--- config.mk ---
export PLATFORM = sky130hd
export DESIGN_NAME = div_iter
export DESIGN_NICKNAME = d
export VERILOG_FILES = /design/src/rtl/div_pkg.sv /design/src/rtl/div_step.sv /design/src/rtl/div_iter.sv
export SDC_FILE = /design/constraint.sdc
export NUM_CORES = 1
export LEC_CHECK = 0
export CELL_PAD_IN_SITES_DETAIL_PLACEMENT = 2
export CELL_PAD_IN_SITES_GLOBAL_PLACEMENT = 2
export CORE_ASPECT_RATIO = 1.5
export CORE_MARGIN = 5
export CORE_UTILIZATION = 28
export CTS_BUF_LIST = sky130_fd_sc_hd__clkbuf_8
export DETAILED_ROUTE_END_ITERATION = 8
export PLACE_DENSITY_LB_ADDON = 0.1
export SLEW_MARGIN = 20
export SYNTH_ARGS = -nofsm -noshare
export SYNTH_HDL_FRONTEND = slang
export SYNTH_SLANG_ARGS = --single-unit
--- constraint.sdc ---
create_clock -name clk -period 3.7 [get_ports clk]
set_clock_uncertainty 0.05 [all_clocks]
set_input_delay 0.37 -clock clk [delete_from_list [all_inputs] [get_ports clk]]
set_output_delay 0.37 -clock clk [all_outputs]
set_load 0.01 [all_outputs]
--- src/rtl/div_pkg.sv ---
// Shared types and constants for the iterative signed divider.
package div_pkg;

  localparam int DIV_W     = 32;
  localparam int DIV_CNT_W = 5;
  localparam logic [DIV_CNT_W-1:0] DIV_LAST = 5'd31;

  typedef enum logic [1:0] {
    IDLE = 2'd0,
    RUN  = 2'd1,
    DONE = 2'd2
  } div_state_t;

  // Unsigned magnitude; 0x80000000 maps to itself.
  function automatic logic [DIV_W-1:0] mag(input logic [DIV_W-1:0] x);
    return x[DIV_W-1] ? (~x + 1'b1) : x;
  endfunction

  function automatic logic [DIV_W-1:0] neg_if(input logic n, input logic [DIV_W-1:0] x);
    return n ? (~x + 1'b1) : x;
  endfunction

endpackage

--- src/rtl/div_step.sv ---
// One restoring-division iteration: shift {rem,quo} left, subtract divisor if it fits.
module div_step
  import div_pkg::*;
(
  input  logic [DIV_W-1:0] rem,
  input  logic [DIV_W-1:0] quo,
  input  logic [DIV_W-1:0] dvsr,
  output logic [DIV_W-1:0] rem_next,
  output logic [DIV_W-1:0] quo_next
);

  logic [DIV_W:0] rem_sh;
  logic [DIV_W:0] trial;

  // rem < dvsr <= 2^31 keeps rem_sh below 2^32, so bit DIV_W of trial is a true sign.
  assign rem_sh = {rem, quo[DIV_W-1]};
  assign trial  = rem_sh - {1'b0, dvsr};

  // NOTE: every output is assigned on every path, so no latch is inferred.
  always_comb begin
    rem_next = rem_sh[DIV_W-1:0];
    quo_next = {quo[DIV_W-2:0], 1'b0};
    if (!trial[DIV_W]) begin
      rem_next = trial[DIV_W-1:0];
      quo_next = {quo[DIV_W-2:0], 1'b1};
    end
  end

endmodule

--- src/rtl/div_iter.sv ---
// Iterative 32-bit signed divider: one quotient bit per clock, registered outputs, one-cycle ready pulse.
module div_iter
  import div_pkg::*;
#(
  parameter int WIDTH = DIV_W
) (
  input  logic             clk,
  input  logic             clr_n,
  input  logic             start,
  input  logic [WIDTH-1:0] dividend,
  input  logic [WIDTH-1:0] divisor,
  output logic [WIDTH-1:0] result,
  output logic [WIDTH-1:0] remainder,
  output logic             exception,
  output logic             result_rdy,
  output logic             busy
);

  div_state_t           state;
  logic [DIV_CNT_W-1:0] cnt;
  logic [DIV_W-1:0]     rem;
  logic [DIV_W-1:0]     quo;
  logic [DIV_W-1:0]     dvsr;
  logic                 q_neg;
  logic                 r_neg;
  logic                 dz;
  logic [DIV_W-1:0]     rem_next;
  logic [DIV_W-1:0]     quo_next;

  div_step u_step (
    .rem      (rem),
    .quo      (quo),
    .dvsr     (dvsr),
    .rem_next (rem_next),
    .quo_next (quo_next)
  );

  // NOTE: sequential state uses nonblocking assignments so every register sees pre-edge values.
  always_ff @(posedge clk or negedge clr_n) begin
    if (!clr_n) begin
      state      <= IDLE;
      cnt        <= '0;
      rem        <= '0;
      quo        <= '0;
      dvsr       <= '0;
      q_neg      <= 1'b0;
      r_neg      <= 1'b0;
      dz         <= 1'b0;
      result     <= '0;
      remainder  <= '0;
      exception  <= 1'b0;
      result_rdy <= 1'b0;
      busy       <= 1'b0;
    end else begin
      result_rdy <= 1'b0;
      if (start) begin
        // Start always wins: any operation in flight is dropped without a ready pulse.
        state <= (divisor == '0) ? DONE : RUN;
        cnt   <= '0;
        rem   <= '0;
        quo   <= mag(dividend);
        dvsr  <= mag(divisor);
        q_neg <= dividend[DIV_W-1] ^ divisor[DIV_W-1];
        r_neg <= dividend[DIV_W-1];
        dz    <= (divisor == '0);
        busy  <= 1'b1;
      end else begin
        case (state)
          IDLE: ;
          RUN: begin
            rem <= rem_next;
            quo <= quo_next;
            cnt <= cnt + 1'b1;
            if (cnt == DIV_LAST) state <= DONE;
          end
          DONE: begin
            state      <= IDLE;
            busy       <= 1'b0;
            result_rdy <= 1'b1;
            exception  <= dz;
            result     <= dz ? '0 : neg_if(q_neg, quo);
            remainder  <= dz ? '0 : neg_if(r_neg, rem);
          end
          default: begin
            state <= IDLE;
            busy  <= 1'b0;
          end
        endcase
      end
    end
  end

endmodule

==> results of run 1 <==
report_power, final:
part           switching, uW  internal [uW]
clock network            790            630
logic                   1290           1120
registers                321           2220
total                   2400           3970
critical path: cells and delay by family, from the launching register on:
kind / cells / cell delay, ps
adder cells (fa/ha/maj): 1 / 400
flip-flops: 1 / 480
AND/OR/NAND/NOR: 3 / 1260
AO/OA/AOI/OAI: 5 / 1130
path summary, 6_finish.rpt:
path	end
min in group asynchronous	result[26]$_DFFE_PN0P_
max in group asynchronous	rem[1]$_DFFE_PN0P_
min	quo[10]$_DFFE_PN0P_
max reg2reg	rem[27]$_DFFE_PN0P_
min reg2reg	remainder[17]$_DFFE_PN0P_
max	rem[27]$_DFFE_PN0P_
layout by cell type, fill, tap and decap left out, types with 6 or more instances in the layout:
master	count
mux2i_1	30
a21boi_0	6
nand2b_1	12
nand2_1	177
nand3_1	30
o311a_1	8
o31ai_1	40
clkbuf_8	18
and2_1	7
clkdlybuf4s50_1	131
o211ai_1	8
a311oi_1	16
ha_1	38
xor2_1	89
or3_1	25
o21ai_0	141
buf_4	55
nor2b_1	9
dfrtp_1	173
o21a_1	7
nand4_1	18
nor2_1	107
or4_1	10
o22ai_1	6
a211oi_1	11
o41ai_1	16
inv_1	47
a21oi_1	80
a21o_1	16
nor3_1	15
xnor2_1	55
per-layer routing:
layer | vias up | global-route usage | wire length (um)
li1 | 5111 | - | -
met1 | 5192 | 0.200 | 16100
met2 | 123 | 0.324 | 21200
met3 | 20 | 0.0220 | 939
met4 | 0 | 0.0416 | 575
met5 | - | 0 | 0
synth_stat cells, types with 7 or more instances:
library cell,number
nand4_1,18
o31ai_1,40
o41ai_1,16
nand2b_1,12
clkbuf_1,67
and2_1,7
nand3_1,30
a21oi_1,80
buf_1,9
o21ai_0,141
nor2b_1,10
inv_1,47
nand2_1,177
a21o_1,16
xor2_1,89
a211oi_1,11
o211ai_1,8
o21a_1,7
dfrtp_1,173
nor2_1,107
a311oi_1,16
or3_1,26
ha_1,38
or4_1,10
nor3_1,15
xnor2_1,55
o311a_1,8
mux2i_1,30
flip-flops by register name, summed over array words and instances, names as in the netlist:
signal and flops:
r_neg 1, rem 32, dvsr 32, busy 1
state 2, quo 32, q_neg 1, remainder 32
cnt 5, exception 1, result 32, dz 1
result_rdy 1
stage by stage:
stage / total power [uW] / cells / setup slack (ps)
2_1_floorplan: 3870 / 1360 / 588
3_3_place_gp: 4980 / 1982 / 220
3_5_place_dp: 5050 / 1982 / 150
4_1_cts: 6530 / 2015 / 231
5_1_grt: 6850 / 2016 / 79.0
6_report: 6370 / 2016 / 283
repair_timing:
item / CTS / global route
hold buffers: 1 / 0
endpoints found under the setup margin: 0 / 0
endpoints found under the hold margin: 67 / 0
cells by family after synthesis:
group,count (synthesis),synth area share
xor+xnor,144,0.109
simple gates,453,0.189
fa+ha+maj,39,0.0428
flops,173,0.374
buf+inv,128,0.0420
compound gates,391,0.216
mux,32,0.0279
cell type report:
class | count | share of cell area
antenna | 1 | 0.000176
tap | 511 | 0.0451
clock buffer | 18 | 0.0175
timing repair buffer | 193 | 0.130
clock inverter | 14 | 0.0111
multi-input combinational | 1059 | 0.478
inverter | 47 | 0.0124
sequential | 173 | 0.305
==> flow_summary.ini, run 1 <==
[sta]
setup-violations-final = 0
hold_ws_ps = 317
slew_violations = 0
max_freq_mhz = 293
slew_headroom = 0.337
finalCritPeriodShare = 0.923
layout_min_cycle_time_ps = 3420
hold_violations = 0
worst_pin_slew_ps = 991
rsz0062_at_grt = false
fin_tns_setup_ps = 0

[clock_tree]
numCtsBuffers = 17
clock-sinks = 173
cts-root-buf = clkbuf_8
clockBufferDepth = 2
ctsResizeCount = 0
cts_max_level = 4
cts_tree = done
clk_transition_reported_paths_ps = 110
post_cts_buffers = 0
clkLatencyLatePin_ps = 500

[synthesis]
yosys.area.top_type = dfrtp_1
yosysTopAreaCellShare = 0.374
ys_warn_count = 0
syn-num-nets = 1466
synthDistinctLibCells = 69
ys.flop_type = dfrtp_1
ys_seq_area_frac = 0.374
syn_inst = 1360
synth_area_um2 = 11600
synth.top_cells.by_area = dfrtp_1 37%, xor2_1 6.7%, o21ai_0 6.1%
synthArstFlopShare = 1.00
ys_ff_latch = 173
synth_edf_count = 0
syn_area_per_cell_um2 = 8.52

[final_layout]
syn2layout_area_growth_pct = 22.4
seqCellArea_um2 = 4330
multiInputGateArea_um2 = 6780
num-fill-cells = 4675
fin_util = 0.346
layout.nets = 1597
drive_above_1_share = 0.0798
final_area_um2 = 14200

[power]
ir_drop_v = 0.000220
leakagePower_uw = 0.00617
powerDensity_nw_per_um2 = 449

[setup_path]
startpoint = rem[12]$_DFFE_PN0P_
cp-end-kind = flop
crit_top_cell = o211ai_1
crit_fanout = 6
r2r-start = rem[12]$_DFFE_PN0P_
worst_path_largest_cell_delay_ps = 570
cp_slowest_cell = or4_1
arrival_ps = 3770
ff2ff_setup_slack_ps = 280
worst-setup-path-type = reg2reg
worstPathCellList = ha_1, a21oi_1, o211ai_1, a21bo_2, and4bb_1, o211ai_1, and3_1, or4_1, o22ai_1
start_kind = flop
required_ps = 4060
r2r_cells = 9

[placed_design]
io_buffer_count = 133
placed_cell_area_um2 = 13800
gp_congestion = 0.777
dpl.hpwl_um = 30400

[global_route]
antenna_found_initial = 1
grt_max_degree = 73
grt_pass1_wl_um = 62500
grt_overflow_total = 0
grt_pass1_vias = 11300
grt_usage = 0.170

[floorplan]
die_x_um = 176
start_util = 0.283
die_y_um = 259
ios = 134
row_count = 91
die-area_um2 = 45600
coreArea_um2 = 41000

[route]
wl_per_cell_um = 19.3
firstDrtPassIters = 4
totalWireLength_um = 38800
vias_per_cell = 5.18
vias = 10400
ant_nets = 0
drt_iter0_drc = 328
drc = 0

[status]
run_status = completed

[hold_path]
min_path_cells = 3
min_from = start
hold_class = in2reg

[flow_run]
cap_viol_max_count = 0
No activity file was read; power rests on OpenSTA's default activity.
==> inputs of run 2 (changes only) <==
- DONT_BUFFER_PORTS: unset -> 1
==> flow_summary.ini, run 2 (synthesis results as in run 1) <==
[clock_tree]
post_cts_buffers = 0
cts-root-buf = clkbuf_8
cts_tree = done
clk_transition_reported_paths_ps = 110
numCtsBuffers = 17
clock-sinks = 173
cts_max_level = 4
clockBufferDepth = 2
cts_hold_buf = 35
clkLatencyLatePin_ps = 490

[hold_path]
hold_class = in2async

[setup_path]
ff2ff_setup_slack_ps = 240
start_kind = flop
arrival_ps = 3780
r2r-start = dvsr[0]$_DFFE_PN0P_
worst-setup-path-type = reg2reg
r2r_cells = 11
cp-end-kind = flop
required_ps = 4020
crit_fanout = 12
r2r-end = rem[0]$_DFFE_PN0P_

[sta]
layout_min_cycle_time_ps = 3460
slew_headroom = 0.324
slew_violations = 0
hold_violations = 173
hold_ws_ps = -496
fin_tns_setup_ps = 0
max_freq_mhz = 289
worst_pin_slew_ps = 1010
rsz0062_at_grt = false
finalCritPeriodShare = 0.935
setup-violations-final = 0

[global_route]
antenna_found_initial = 1
grt_pass1_wl_um = 63800
grt_pass1_vias = 11000
grt_max_degree = 174
grt_overflow_total = 0
grt_usage = 0.177

[placed_design]
io_buffer_count = 0
placed_cells = 1839
dpl.hpwl_um = 28500
gp_congestion = 0.784

[floorplan]
ios = 134
coreArea_um2 = 41000
die-area_um2 = 45600
die_x_um = 176
start_util = 0.283
row_count = 91
die_y_um = 259

[final_layout]
syn2layout_area_growth_pct = 13.2
drive_above_1_share = 0.0796
final_common_cell = nand2_1
fin_cells = 1907
layout.nets = 1488
final_cell_mix = 177 x nand2_1, 173 x dfrtp_1, 141 x o21ai_0, 107 x nor2_1, 89 x xor2_1

[power]
ir_drop_v = 0.000182
power.total_uw = 5970
leakagePower_uw = 0.00577
powerDensity_nw_per_um2 = 455

[flow_run]
cap_viol_max_count = 0

[route]
drt_iter0_drc = 302
vias = 10100
drc = 0
firstDrtPassIters = 4
wl_per_cell_um = 21.0
totalWireLength_um = 40100
ant_nets = 0
vias_per_cell = 5.29

[status]
violations = negative hold slack
run_status = finished with violations
==> run 2: cell types whose count changed in the layout (fill, tap and decap cells not counted), moves of 2 or more <==
| cell | before | now |
|---|---|---|
| buf_12 | 5 | 3 |
| buf_4 | 55 | 47 |
| clkdlybuf4s50_1 | 131 | 0 |
| clkinv_4 | 3 | 0 |
| dlygate4sd3_1 | 1 | 33 |
==> run 2: per-stage QoR <==
stage,util,hold WS [ps],setup WS [ps],area (um^2)
floorplan,-,24.4,588,11600
global placement,0.301,30.7,243,12300
detailed placement,0.301,31.7,127,12300
CTS,0.320,-543,99.1,13100
global route,0.320,-548,46.0,13100
finish,0.320,-496,239,13100
==> run 2: per-layer routing <==
| layer | GRT usage | share of wire | vias up |
|---|---|---|---|
| li1 | - | - | 4896 |
| met1 | 0.205 | 0.41 | 5026 |
| met2 | 0.336 | 0.54 | 131 |
| met3 | 0.0294 | 0.036 | 27 |
| met4 | 0.0403 | 0.011 | 0 |
| met5 | 0 | 0 | - |
==> run 2: power breakdown <==
| part | leakage (uW) | internal (uW) | switching [uW] | total, uW |
|---|---|---|---|---|
| clock | 0.000211 | 680 | 814 | 1490 |
| combinational | 0.00341 | 763 | 1020 | 1790 |
| sequential | 0.00215 | 2220 | 459 | 2680 |
==> run 2: worst max-delay path by stage <==
stage                        start  slack, ps  depth (start not counted)             endpoint
4_1_cts        quo[31]$_DFFE_PN0P_        100                         11  rem[16]$_DFFE_PN0P_
6_report       dvsr[0]$_DFFE_PN0P_        240                         11   rem[0]$_DFFE_PN0P_
2_1_floorplan  quo[31]$_DFFE_PN0P_        590                         12  rem[12]$_DFFE_PN0P_
5_1_grt         rem[0]$_DFFE_PN0P_         50                         11   rem[0]$_DFFE_PN0P_
3_5_place_dp    rem[0]$_DFFE_PN0P_        130                         10  rem[16]$_DFFE_PN0P_
3_3_place_gp   quo[31]$_DFFE_PN0P_        240                         11  rem[28]$_DFFE_PN0P_
==> run 2: repair_timing <==
action / in CTS / in global routing
hold endpoints to repair: 269 / 173
resized for setup: 0 / 2
setup endpoints to repair: 0 / 15
==> run 2: critical path: stages, from the launching register on <==
cell	delay (ps)
dfrtp_1	400
ha_1	200
fa_1	390
nand2b_1	200
a21o_1	190
a311o_1	380
and4bb_1	290
o211a_1	250
or3_1	500
nand2_1	120
buf_4	220
o211ai_1	140
==> run 2: cell type report <==
| class | count | area, um^2 |
|---|---|---|
| diodes | 1 | 2.50 |
| repair buffers | 84 | 771 |
| inverters | 47 | 176 |
| multi-input cells | 1059 | 6780 |
| clock inverters | 15 | 183 |
| clock buffers | 17 | 234 |
| flip-flops and latches | 173 | 4330 |
| well taps | 511 | 639 |
| fillers | 4672 | 27900 |
